### config.mk
export PLATFORM = sky130hd
export DESIGN_NAME = reservation_station_age
export DESIGN_NICKNAME = d
export VERILOG_FILES = /design/src/rtl/ooop_types_pkg.sv /design/src/rtl/reservation_station_age_age_matrix.sv /design/src/rtl/reservation_station_age.sv
export SDC_FILE = /design/constraint.sdc
export NUM_CORES = 1
export LEC_CHECK = 0
export BUFFER_PORTS_ARGS = -buffer_cell sky130_fd_sc_hd__buf_2
export CAP_MARGIN = 0
export CORE_AREA = 2 2 253 255
export CTS_BUF_LIST = sky130_fd_sc_hd__clkbuf_8
export DETAILED_ROUTE_END_ITERATION = 10
export DIE_AREA = 0 0 255 257
export PLACE_DENSITY = 0.63
export SYNTH_ARGS = -nofsm -noshare
export SYNTH_HDL_FRONTEND = slang
export SYNTH_SLANG_ARGS = --single-unit
### constraint.sdc
create_clock -name clk -period 3.95 [get_ports clk]
set_input_delay 0 -clock clk [delete_from_list [all_inputs] [get_ports clk]]
set_output_delay 0 -clock clk [all_outputs]
set_load 0.01 [all_outputs]
### src/rtl/ooop_types_pkg.sv
// Shared out-of-order pipeline types: renamed/issue packets, RS entry layout,
// and the lowest-index priority decoder used for free-slot selection.
package ooop_types;

    localparam int unsigned XLEN      = 32;
    localparam int unsigned PREG_W    = 6;
    localparam int unsigned ROB_TAG_W = 5;

    // Priority decoder capacity; stations deeper than this need a wider decoder.
    localparam int unsigned PD_MAX_W  = 64;
    localparam int unsigned PD_IDX_W  = 6;

    typedef struct packed {
        logic [7:0]        opcode;
        logic [PREG_W-1:0] rd_tag;
        logic [PREG_W-1:0] rs1_tag;
        logic              rs1_ready;
        logic [PREG_W-1:0] rs2_tag;
        logic              rs2_ready;
        logic [XLEN-1:0]   imm;
    } rename_pkt_t;

    typedef struct packed {
        logic [ROB_TAG_W-1:0] rob_tag;
        rename_pkt_t          pkt;
    } issue_pkt_t;

    typedef struct packed {
        logic [ROB_TAG_W-1:0] rob_tag;
        rename_pkt_t          pkt;
    } rs_entry_t;

    // Index of the lowest set bit; 0 when no bit is set.
    function automatic logic [PD_IDX_W-1:0] priority_decoder(input logic [PD_MAX_W-1:0] req);
        logic [PD_IDX_W-1:0] idx;
        logic                found;
        idx   = '0;
        found = 1'b0;
        for (int unsigned i = 0; i < PD_MAX_W; i++) begin
            if (req[i] && !found) begin
                idx   = PD_IDX_W'(i);
                found = 1'b1;
            end
        end
        return idx;
    endfunction

endpackage

### src/rtl/reservation_station_age_age_matrix.sv
// Age matrix: older_q[i][j]=1 means entry i was allocated before entry j.
// Grants the single requesting entry that no other requesting entry is older than.
module rs_age_matrix #(
    parameter int unsigned DEPTH = 8
) (
    input  logic                     clk,
    input  logic                     rst,
    input  logic                     alloc_valid_i,
    input  logic [$clog2(DEPTH)-1:0] alloc_idx_i,
    input  logic [DEPTH-1:0]         valid_i,
    input  logic [DEPTH-1:0]         req_i,
    output logic [DEPTH-1:0]         grant_o,
    output logic                     grant_valid_o
);
    localparam int unsigned IDX_W = $clog2(DEPTH);

    logic [DEPTH-1:0] older_q [DEPTH];
    logic [DEPTH-1:0] older_d [DEPTH];
    logic [DEPTH-1:0] blocked;

    // New allocation is younger than every currently valid entry.
    always_comb begin
        for (int unsigned i = 0; i < DEPTH; i++) begin
            older_d[i] = older_q[i];
        end
        if (alloc_valid_i) begin
            older_d[alloc_idx_i] = '0;
            for (int unsigned j = 0; j < DEPTH; j++) begin
                if (valid_i[j] && (IDX_W'(j) != alloc_idx_i)) begin
                    older_d[j][alloc_idx_i] = 1'b1;
                end
            end
        end
    end

    // Matrix state; stale rows of freed slots are masked by the valid bits.
    always_ff @(posedge clk) begin
        for (int unsigned i = 0; i < DEPTH; i++) begin
            if (rst) older_q[i] <= '0;
            else     older_q[i] <= older_d[i];
        end
    end

    // A requester is blocked if any other requester is older.
    always_comb begin
        blocked = '0;
        for (int unsigned i = 0; i < DEPTH; i++) begin
            for (int unsigned j = 0; j < DEPTH; j++) begin
                if ((j != i) && req_i[j] && older_q[j][i]) blocked[i] = 1'b1;
            end
        end
        grant_o       = req_i & ~blocked;
        grant_valid_o = |grant_o;
    end

endmodule

### src/rtl/reservation_station_age.sv
// Reservation station with age-matrix oldest-first issue and NUM_WAKEUP CDB
// wakeup ports. Optional macro RS_WAKEUP_BYPASS_EN lets a same-cycle wakeup of
// an entry's last missing operand make it issuable in that cycle.
module reservation_station_age
    import ooop_types::*;
#(
    parameter int unsigned DEPTH      = 8,
    parameter int unsigned NUM_WAKEUP = 2,
    parameter int unsigned AF_MARGIN  = 1
) (
    input  logic                           clk,
    input  logic                           rst,
    input  logic                           flush_i,
    input  logic                           push_valid_i,
    output logic                           push_ready_o,
    input  rename_pkt_t                    push_pkt_i,
    input  logic [ROB_TAG_W-1:0]           push_rob_tag_i,
    input  logic [NUM_WAKEUP-1:0]          wakeup_valid_i,
    input  logic [NUM_WAKEUP*PREG_W-1:0]   wakeup_tag_i,
    input  logic                           exec_ready_i,
    output logic                           issue_valid_o,
    output issue_pkt_t                     issue_pkt_o,
    output logic [$clog2(DEPTH+1)-1:0]     count_o,
    output logic                           almost_full_o
);
    localparam int unsigned IDX_W = $clog2(DEPTH);
    localparam int unsigned CNT_W = $clog2(DEPTH+1);

    logic [DEPTH-1:0] valid_q, valid_d;
    rs_entry_t        entry_q [DEPTH];
    rs_entry_t        entry_d [DEPTH];
    logic [CNT_W-1:0] count_q, count_d;

    logic [DEPTH-1:0] free_vec, ready_vec, grant;
    logic [DEPTH-1:0] rs1_wake, rs2_wake;
    logic [IDX_W-1:0] free_idx;
    logic             grant_valid, push_fire, issue_fire;
    logic             push_rs1_hit, push_rs2_hit;
    rs_entry_t        sel_entry;

    function automatic logic tag_hit(input logic [PREG_W-1:0] tag);
        logic hit;
        hit = 1'b0;
        for (int unsigned p = 0; p < NUM_WAKEUP; p++) begin
            if (wakeup_valid_i[p] && (wakeup_tag_i[p*PREG_W +: PREG_W] == tag)) hit = 1'b1;
        end
        return hit;
    endfunction

    assign free_vec     = ~valid_q;
    assign free_idx     = IDX_W'(priority_decoder(PD_MAX_W'(free_vec)));
    assign push_ready_o = !rst && (|free_vec);
    assign push_fire    = push_valid_i && push_ready_o && !flush_i;
    assign issue_valid_o = grant_valid && !rst && !flush_i;
    assign issue_fire   = issue_valid_o && exec_ready_i;
    assign count_o      = count_q;
    assign almost_full_o = !rst && (count_q >= CNT_W'(DEPTH - AF_MARGIN));
    assign push_rs1_hit = tag_hit(push_pkt_i.rs1_tag);
    assign push_rs2_hit = tag_hit(push_pkt_i.rs2_tag);

    // Per-entry wakeup matches and the issue request vector.
    always_comb begin
        for (int unsigned i = 0; i < DEPTH; i++) begin
            rs1_wake[i] = tag_hit(entry_q[i].pkt.rs1_tag);
            rs2_wake[i] = tag_hit(entry_q[i].pkt.rs2_tag);
`ifdef RS_WAKEUP_BYPASS_EN
            ready_vec[i] = valid_q[i] && (entry_q[i].pkt.rs1_ready || rs1_wake[i])
                                      && (entry_q[i].pkt.rs2_ready || rs2_wake[i]);
`else
            ready_vec[i] = valid_q[i] && entry_q[i].pkt.rs1_ready && entry_q[i].pkt.rs2_ready;
`endif
        end
    end

    rs_age_matrix #(.DEPTH(DEPTH)) u_age (
        .clk           (clk),
        .rst           (rst),
        .alloc_valid_i (push_fire),
        .alloc_idx_i   (free_idx),
        .valid_i       (valid_q),
        .req_i         (ready_vec),
        .grant_o       (grant),
        .grant_valid_o (grant_valid)
    );

    // One-hot grant mux onto the issue packet; zero when nothing issues.
    always_comb begin
        sel_entry = '0;
        for (int unsigned i = 0; i < DEPTH; i++) begin
            if (grant[i]) sel_entry = entry_q[i];
        end
        issue_pkt_o = '0;
        if (issue_valid_o) begin
            issue_pkt_o.rob_tag = sel_entry.rob_tag;
            issue_pkt_o.pkt     = sel_entry.pkt;
`ifdef RS_WAKEUP_BYPASS_EN
            issue_pkt_o.pkt.rs1_ready = 1'b1;
            issue_pkt_o.pkt.rs2_ready = 1'b1;
`endif
        end
    end

    // Next state: wakeups, issue release, push allocation with capture, flush.
    always_comb begin
        valid_d = valid_q;
        count_d = count_q + CNT_W'(push_fire) - CNT_W'(issue_fire);
        for (int unsigned i = 0; i < DEPTH; i++) begin
            entry_d[i] = entry_q[i];
            if (valid_q[i]) begin
                entry_d[i].pkt.rs1_ready = entry_q[i].pkt.rs1_ready | rs1_wake[i];
                entry_d[i].pkt.rs2_ready = entry_q[i].pkt.rs2_ready | rs2_wake[i];
            end
            if (issue_fire && grant[i]) valid_d[i] = 1'b0;
        end
        if (push_fire) begin
            valid_d[free_idx]               = 1'b1;
            entry_d[free_idx].rob_tag       = push_rob_tag_i;
            entry_d[free_idx].pkt           = push_pkt_i;
            entry_d[free_idx].pkt.rs1_ready = push_pkt_i.rs1_ready | push_rs1_hit;
            entry_d[free_idx].pkt.rs2_ready = push_pkt_i.rs2_ready | push_rs2_hit;
        end
        if (flush_i) begin
            valid_d = '0;
            count_d = '0;
        end
    end

    // Registered station state with synchronous reset.
    always_ff @(posedge clk) begin
        if (rst) begin
            valid_q <= '0;
            count_q <= '0;
            for (int unsigned i = 0; i < DEPTH; i++) entry_q[i] <= '0;
        end else begin
            valid_q <= valid_d;
            count_q <= count_d;
            for (int unsigned i = 0; i < DEPTH; i++) entry_q[i] <= entry_d[i];
        end
    end

endmodule
* Yosys cells after proc, flatten, opt, wreduce, memory -nomap -nowiden
Memory sizes are Yosys's and may differ from the RTL's.
Index checks and enable logic that the tools add are counted.
** Word-level totals
- Register bits after elaboration :: 12
- Bits in writable memories :: 584
- Input port bits :: 84
- Output and inout bits :: 72
- Word-level logic and storage cells :: 441
- Memories :: 2
** Memories
- entry_q :: words 8, width 65, rd ports 8, clocked after memory_dff 0, wr ports 8, line reservation_station_age.sv:30 : rs_entry_t entry_q [DEPTH];
- u_age.older_q :: words 8, width 8, rd ports 8, clocked after memory_dff 0, wr ports 8, line reservation_station_age_age_matrix.sv:17 : logic [DEPTH-1:0] older_q [DEPTH];
** Operators by class
- Add/subtract/negate cells :: 2
- Magnitude comparators :: 5
- Equal/unequal tests :: 43
- Multiplexer cells :: 185
- Bitwise operators :: 49
- Reduce and logical (&&, ||, !) cells :: 153
** Operator list (count)
- $bwmux 520 :: 4
- $mux 65 :: 18
- $demux 65 s3 :: 4
- $mux 520 :: 1
- $eq 6x6->1 :: 36
- $mux 8 :: 18
- $logic_and 1x1->1 :: 140
- $mux 1 :: 128
- $or 8x8->8 :: 9
- $and 64x64->64 :: 1
- $mux 64 :: 1
- $not 64->64 :: 1
- $mux 60 :: 1
- $mux 40 :: 1
- $or 1x1->1 :: 34
- $mux 33 :: 1
- $demux 8 s3 :: 1
- $mux 3 :: 6
- $not 8->8 :: 2
- $reduce_or 8->1 :: 2
- $ne 3x3->1 const A :: 4
- $logic_not 1->1 :: 9
- $and 8x8->8 :: 1
- $ne 2x3->1 const A :: 2
- 12 further kinds :: 12

* Longest topological paths before layout
Gate-level depths: netlist of run 1.
- Depth in word-level cells :: 34
- Depth in mapped cells :: 17
- Gate-level depth less buffers :: 13

* By module
A second synthesis of run 1 with hierarchy kept.
** Second synthesis, totals
- Cells, all modules :: 3887
- Area, all modules :: 28972.8 µm²
** By module, submodules not included
- reservation_station_age :: times used 1, cells an instance 3622, area each 26614.3 µm²
- rs_age_matrix :: times used 1, cells an instance 265, area each 2358.5 µm²

* Least setup slack after synthesis of run 1
No wires, ideal clock.
- Kind :: flip-flop to flip-flop
- From :: reg valid_q[1]
- To :: reg count_q[2] (netlist: count_o[2])
- Arrival :: 3.064 ns
- Required time :: 3.822 ns
- Setup slack :: 0.759 ns
- Cell stages (with the launch flop) :: 18
- Period minus slack after synthesis :: 3.191 ns
- Cell sequence :: dfxtp_1 > buf_6 > and3_4 > a22o_1 > a2111o_1 > buf_2 > and3_1 > buf_6 > a31o_4 > buf_2 > nor2_1 > ha_1 > inv_1 > ha_1 > inv_1 > fa_1 > xor2_1 > nor2_1
** On the way
- Cells in the longest elaborated chain, start to end :: 17
- Elaborated cells between the ends (all ways) :: 65
** RTL lines
- start, declared :: line reservation_station_age.sv:29 : logic [DEPTH-1:0] valid_q, valid_d;
- start signal, assigned :: line reservation_station_age.sv:135 : valid_q <= valid_d;
- $logic_and 1x1->1 (2 in series) :: line reservation_station_age.sv:70 : ready_vec[i] = valid_q[i] && entry_q[i].pkt.rs1_ready && entry_q[i].pkt.rs2_ready;
- $logic_and 1x1->1 :: line reservation_station_age_age_matrix.sv:49 : if ((j != i) && req_i[j] && older_q[j][i]) blocked[i] = 1'b1;
- $mux 1 (7 in series) :: line reservation_station_age_age_matrix.sv:49
- $not 8->8 :: line reservation_station_age_age_matrix.sv:52 : grant_o = req_i & ~blocked;
- $and 8x8->8 :: line reservation_station_age_age_matrix.sv:52
- $reduce_or 8->1 :: line reservation_station_age_age_matrix.sv:53 : grant_valid_o = |grant_o;
- $logic_and 1x1->1 (2 in series) :: line reservation_station_age.sv:54 : assign issue_valid_o = grant_valid && !rst && !flush_i;
- $logic_and 1x1->1 :: line reservation_station_age.sv:55 : assign issue_fire = issue_valid_o && exec_ready_i;
- $sub 4x1->4 * :: line reservation_station_age.sv:106 : count_d = count_q + CNT_W'(push_fire) - CNT_W'(issue_fire);
- end signal, assigned :: line reservation_station_age.sv:136 : count_q <= count_d;
- end, declared :: line reservation_station_age.sv:32 : logic [CNT_W-1:0] count_q, count_d;
Mark *: on every way between the ends. The rest lies on a longest branch, timed or not.
A chain may end at the register's enable or synchronous reset.

==> results.txt, run 1 <==
Area Overhead vs Synth: 13.0%
Clk_skew: 25.8 ps
MaxCap Viol Count: 0
DRT antenna net count: 0
Switching pwr: 3.05 mW
Clock tree from TritonCTS: done
Sum Neg Setup Slack: 0 ps
Util after Layout: 54.0%
Tightest Pin Transition: 1380 ps
Die footprint: 65,500 um2
Post-place setup slack: 563 ps
Total Routing Usage GR: 29.4%
Aggregate global routing overflow: 0
Clock-pin transition on the worst setup and hold timing paths: 60 ps
Critical Path RT: 3950 ps
Total wire length: 97,900 um
Area contributors post-synth: dfxtp_1 (39%), nand2b_1 (11%), nand2_1 (8.3%)
Tmin final: 3860 ps
Chip height: 257 um
Comb pwr share: 4.9%
Fin crit share: 97.6%
Part of the power in registers: 46.8%
Syn_nets: 3,881
Setup crit start kind: flip-flop
Post-synth top flop: dfxtp_1
Core ar.: 62,700 um2
Status: finished clean
Ys Warns: 0
Clk_lat worst skew: 710 ps
Reg2reg start: entry_q[0][32]$_SDFF_PP0_
Pwr dens: 379 nW/um2
Hpwl dp: 53,700 um
Setup violations, final: 0
Post-synthesis sequential area ratio: 39.2%
Clock root buffer: clkbuf_8
DR WL/cell: 20.8 um
Postcts setup bufs: 0
Fmax achieved: 0.259 GHz
Setup crit end kind: output pin
Final Hold Viols: 0
Setup slack, reg-to-reg: 470 ps
Post-Syn Area: 30,000 um2
Hold path startpoint: wakeup_valid_i[0]
Routability Congestion: 0.893
R2r endpoint: count_o[2]$_SDFF_PP0_
FP Rows: 92
Starting Density: 47.8%
Hold Path Stages: 6
Antenna violations before repair: 4
Synth Area per Inst: 7.91 um2
Layout cells sized above 1: 11.2%
Number of vias per cell: 5.71
Critical path arrival: 3860 ps
Leading area contributor after synthesis: dfxtp_1
Clk sink count: 588
Post-synth EDFFs: 0
CTS Buffer Depth: 3
Total CTS buffers: 104
Slew Limit Headroom: 7.37%
First DRT Iteration DRCs: 2,514
Hold EP: entry_q[0][97]$_SDFF_PP0_
Mapped Cells: 3,791
RSZ-0062 raised after global routing: false
Vias in the first global route: 25,000
Die X: 255 um
Yosys reg bits: 588
Final setup margin: 93.1 ps
Fin nets: 3,870
Drt drc: 0
Share of the synthesized area in the top cell type: 39.2%
Cell internal pwr: 9.78 mW
DR vias: 26,900
Largest net degree at the start of global routing: 187
First-pass GRT wire length: 151,000 um
Critical Path Fanout Max: 34
Sw Share: 23.8%
Port bufs: 155
Clock Power Share: 48.3%
Drt first pass iters: 6
Max VDD drop: 0.248 mV
Cell variety after synth: 60
CTS H-Tree Depth: 3
Async SR Flop Fraction: 0%
Boundary pin count: 156
Kind of critical path: flip-flop to output pin
Leak: 12.6 nW
Worst r2r path cells: 13
Final Max Slew Viols: 0
Worst min-delay path class: input port to flip-flop
-- cells by family after synthesis --
| group | share of synthesized area, % |
|---|---|
| flops | 39.2 |
| simple gates | 27.7 |
| fa+ha+maj | 0.275 |
| buf+inv | 6.16 |
| xor+xnor | 6.37 |
| compound gates | 20.2 |
-- metal layers --
metal	track usage [%]	routed length, um	vias up	part of all wire (%)
li1	-	-	13000	-
met1	41.0	44100	12700	45
met2	45.7	43700	1023	45
met3	4.72	6950	217	7.1
met4	10.8	3140	2	3.2
met5	0	12	-	0.012
-- worst max-delay path, cell delays in order, from the launching register on --
cell and delay [ps]:
dfxtp_1 360, nand3_1 230, o2111ai_1 220, a2111o_2 480
and3_4 190, a31o_4 430, buf_6 370, a311oi_1 590
buf_2 260
-- power groups by stage --
stage	combinational, mW	clock [mW]	sequential [mW]
floorplan	0.423	0	6.12
finish	0.631	6.20	6.00
global route	0.675	6.58	6.00
detailed placement	0.565	0	6.13
global placement	0.564	0	6.13
CTS	0.622	6.30	6.00
-- through the flow --
step                      instance area [um2]  hold slack [ps]  power (mW)  cells
after floorplan                         30000              194        6.54   3791
after global placement                  30800              315        6.69   4449
after detailed placement                30800              317        6.69   4449
after CTS                               33800             35.1        12.9   4712
after global routing                    33900              132        13.3   4714
final                                   33900             99.1        12.8   4715
-- what timing repair did --
item / CTS / global route
endpoints found under the setup margin: 0 / 33
hold buffers: 71 / 0
resized for setup: 0 / 8
hold endpoints to repair: 521 / 0
-- synth_stat cells, drive strengths merged, types with 8 or more instances --
library cell,count
a21oi,25
a311oi,64
and3,73
nor3,72
o311a,62
a21o,18
o21a,12
dfxtp,588
a211o,62
xnor2,134
o221ai,62
o31ai,9
nor2,94
a22o,27
nand4,64
xor2,84
nand3,77
nand2,660
nand2b,505
buf,144
o2111ai,8
nor4,13
or4,13
clkbuf,257
o21ai,525
inv,26
or3,63
-- how the worst max path moves through the flow --
stage	from	to	slack, ps	cells past startpoint
detailed placement	entry_q[0][32]$_SDFF_PP0_	count_o[2]$_SDFF_PP0_	560	13
finish	entry_q[0][39]$_SDFF_PP0_	issue_pkt_o[46]	90	8
floorplan	valid_q[1]$_SDFF_PP0_	count_o[2]$_SDFF_PP0_	760	17
global route	valid_q[6]$_SDFF_PP0_	issue_pkt_o[18]	10	8
global placement	entry_q[0][39]$_SDFF_PP0_	count_o[2]$_SDFF_PP0_	620	13
CTS	entry_q[0][32]$_SDFF_PP0_	issue_pkt_o[46]	9	8
-- layout by cell type (no fill, tap or decap), types with 7 or more instances in the layout --
cell type	synthesis	routed
o31ai_1	9	9
nand2_1	660	660
nand4_1	64	64
o221ai_1	62	62
and3_1	72	69
nand3_1	76	75
o311a_1	62	62
bufinv_16	0	7
buf_4	12	39
dlygate4sd3_1	0	71
nor3_1	72	72
dfxtp_1	588	588
a21oi_1	25	25
a311oi_1	34	33
xor2_1	84	84
a311oi_2	30	31
nor4_1	12	12
a22o_1	27	27
a211o_1	62	62
clkinv_2	0	11
clkbuf_8	0	137
nor2_1	94	91
o21ai_0	408	408
nand2b_1	505	505
buf_6	12	7
xnor2_1	134	134
or3_1	63	63
o21a_1	12	12
o21ai_1	116	115
or4_1	13	13
a21o_1	18	18
buf_2	88	154
inv_1	23	55
buf_12	0	12
-- cell type report --
| type | count | area [um2] |
|---|---|---|
| clock buffer | 137 | 1890 |
| fill | 5948 | 28900 |
| multi-input combinational | 2776 | 16500 |
| clock inverter | 55 | 423 |
| tap | 846 | 1060 |
| sequential | 588 | 11800 |
| antenna | 3 | 7.51 |
| timing repair buffer | 284 | 2110 |
| inverter | 26 | 97.6 |
Power figures use the tool's default switching activity.
==> run 2, diff against run 1 <==
--- a/config.mk
+++ b/config.mk
@@ -7,10 +7,10 @@
 export LEC_CHECK = 0
 export BUFFER_PORTS_ARGS = -buffer_cell sky130_fd_sc_hd__buf_2
 export CAP_MARGIN = 0
-export CORE_AREA = 2 2 253 255
+export CORE_AREA = 2 2 192 336
 export CTS_BUF_LIST = sky130_fd_sc_hd__clkbuf_8
 export DETAILED_ROUTE_END_ITERATION = 10
-export DIE_AREA = 0 0 255 257
+export DIE_AREA = 0 0 194 338
 export PLACE_DENSITY = 0.63
 export SYNTH_ARGS = -nofsm -noshare
 export SYNTH_HDL_FRONTEND = slang
==> results.txt, run 2 (synthesis results as in run 1) <==
Routability Congestion: 0.930
Total CTS buffers: 89
Slew Limit Headroom: 9.50%
Hold path startpoint: push_pkt_i[7]
Pwr dens: 358 nW/um2
Clk sink count: 588
Hpwl dp: 59,800 um
Sum Neg Setup Slack: 0 ps
Clock tree from TritonCTS: done
Setup crit end kind: output pin
Drt drc: 0
Starting Density: 47.7%
Port bufs: 155
Tmin final: 3910 ps
Worst path cell trace: and3_1 -> a22oi_1 -> nand3_4 -> buf_6 -> nor3_1 -> o311a_1 -> a311oi_1 -> buf_2
Total Routing Usage GR: 30.5%
First DRT Iteration DRCs: 2,318
Critical path arrival: 3910 ps
Total wire length: 103,000 um
Antenna violations before repair: 5
Setup slack, reg-to-reg: 620 ps
Drt first pass iters: 5
Layout cells sized above 1: 10.9%
Status: finished clean
CTS Buffer Depth: 3
Util after Layout: 53.3%
Final instance area: 33,500 um2
Setup violations, final: 0
Tightest Pin Transition: 1350 ps
Most frequent cells in the layout: nand2_1 (660), dfxtp_1 (588), nand2b_1 (505)
Largest net degree at the start of global routing: 237
Number of vias per cell: 5.79
Setup crit start kind: flip-flop
Crit-path leading delay family: compound AO/OA/AOI/OAI gates
CTS H-Tree Depth: 3
First-pass GRT wire length: 156,000 um
FP Rows: 122
MaxCap Viol Count: 0
DR vias: 27,000
Clk_lat worst skew: 720 ps
Boundary pin count: 156
CP startpoint: valid_q[2]$_SDFF_PP0_
DR WL/cell: 22.2 um
Die footprint: 65,600 um2
Leak: 12.4 nW
DRT antenna net count: 0
Crit-path max cell delay: 700 ps
Vias in the first global route: 26,100
Most common cell after layout, fill and taps aside: nand2_1
Aggregate global routing overflow: 0
Filler cells: 6,070
Final Hold Viols: 0
Worst min-delay path class: input port to flip-flop
Hold WS: 141 ps
Reg2reg start: valid_q[3]$_SDFF_PP0_
Critical Path RT: 3950 ps
Fin crit share: 98.9%
Die X: 194 um
Fin nets: 3,864
Clock-pin transition on the worst setup and hold timing paths: 70 ps
Area Overhead vs Synth: 11.7%
RSZ-0062 raised after global routing: false
Postcts setup bufs: 0
Worst path slowest cell: a311oi_1
Critical Path Fanout Max: 66
CP bufs+invs: 2
Core ar.: 62,900 um2
Clock root buffer: clkbuf_8
Area after DPL: 30,800 um2
Fmax achieved: 0.256 GHz
Chip height: 338 um
Max VDD drop: 0.400 mV
Final Max Slew Viols: 0
Kind of critical path: flip-flop to output pin
Clk_skew: 25.7 ps
run 2: cell types whose count changed in the layout (fill, tap and decap cells not counted), sizes merged:
cell / previous run / this run
inv: 58 / 53
buf: 213 / 218
bufinv: 7 / 4
clkinvlp: 5 / 2
clkinv: 11 / 23
clkbuf: 137 / 109
dlygate4sd3: 71 / 74
run 2: cell type report:
cell class,count,area [um2],share of cell area [%]
Antenna cell,3,7.51,0.0224
Sequential cell,588,11800,35.1
Clock buffer,108,1490,4.44
Tap cell,806,1010,3.01
Multi-Input combinational cell,2776,16500,49.3
Inverter,26,97.6,0.291
Timing Repair Buffer,293,2220,6.62
Clock inverter,56,392,1.17
run 2: stage by stage:
step / worst slack, ps / instances / power, mW
floorplan: 759 / 3791 / 6.54
CTS: 46.4 / 4652 / 12.1
global placement: 644 / 4414 / 6.70
global route: 20.6 / 4656 / 12.4
detailed placement: 589 / 4414 / 6.70
finish: 43.2 / 4656 / 12.0
run 2: routing by layer:
| metal | track usage [%] | routed length (um) | share of wire [%] | up-vias |
|---|---|---|---|---|
| met5 | 0 | 0 | 0 | - |
| met3 | 4.35 | 5980 | 5.8 | 264 |
| met2 | 53.6 | 50600 | 49 | 924 |
| li1 | - | - | - | 13000 |
| met4 | 17.2 | 5500 | 5.3 | 0 |
| met1 | 35.6 | 41300 | 40 | 12800 |
run 2: worst min-delay path, stage by stage:
cell and delay (ps):
dlygate4sd3_1 510, buf_2 190, nand2_1 60, o21ai_0 60
run 2: repair_timing:
| action | 4_1_cts | 5_1_grt |
|---|---|---|
| hold endpoints to repair | 528 | 0 |
| gates cloned | 0 | 1 |
| endpoints found under the setup margin | 14 | 20 |
| resized for setup | 6 | 12 |
| hold buffers | 74 | 0 |
run 2: power breakdown:
group | switching (mW) | total (mW) | internal [mW]
Clock | 2.59 | 5.36 | 2.77
Combinational | 0.376 | 0.638 | 0.262
Sequential | 0.0292 | 6.00 | 5.97
Total | 2.99 | 12.0 | 9.00
run 2: final timing paths:
path,to,cells past startpoint
setup / recovery,issue_pkt_o[19],8
hold / removal,flip-flop,4
setup reg to reg,flip-flop,9
hold reg to reg,u_age.older_q[0][5]$_SDFFE_PP0P_,1
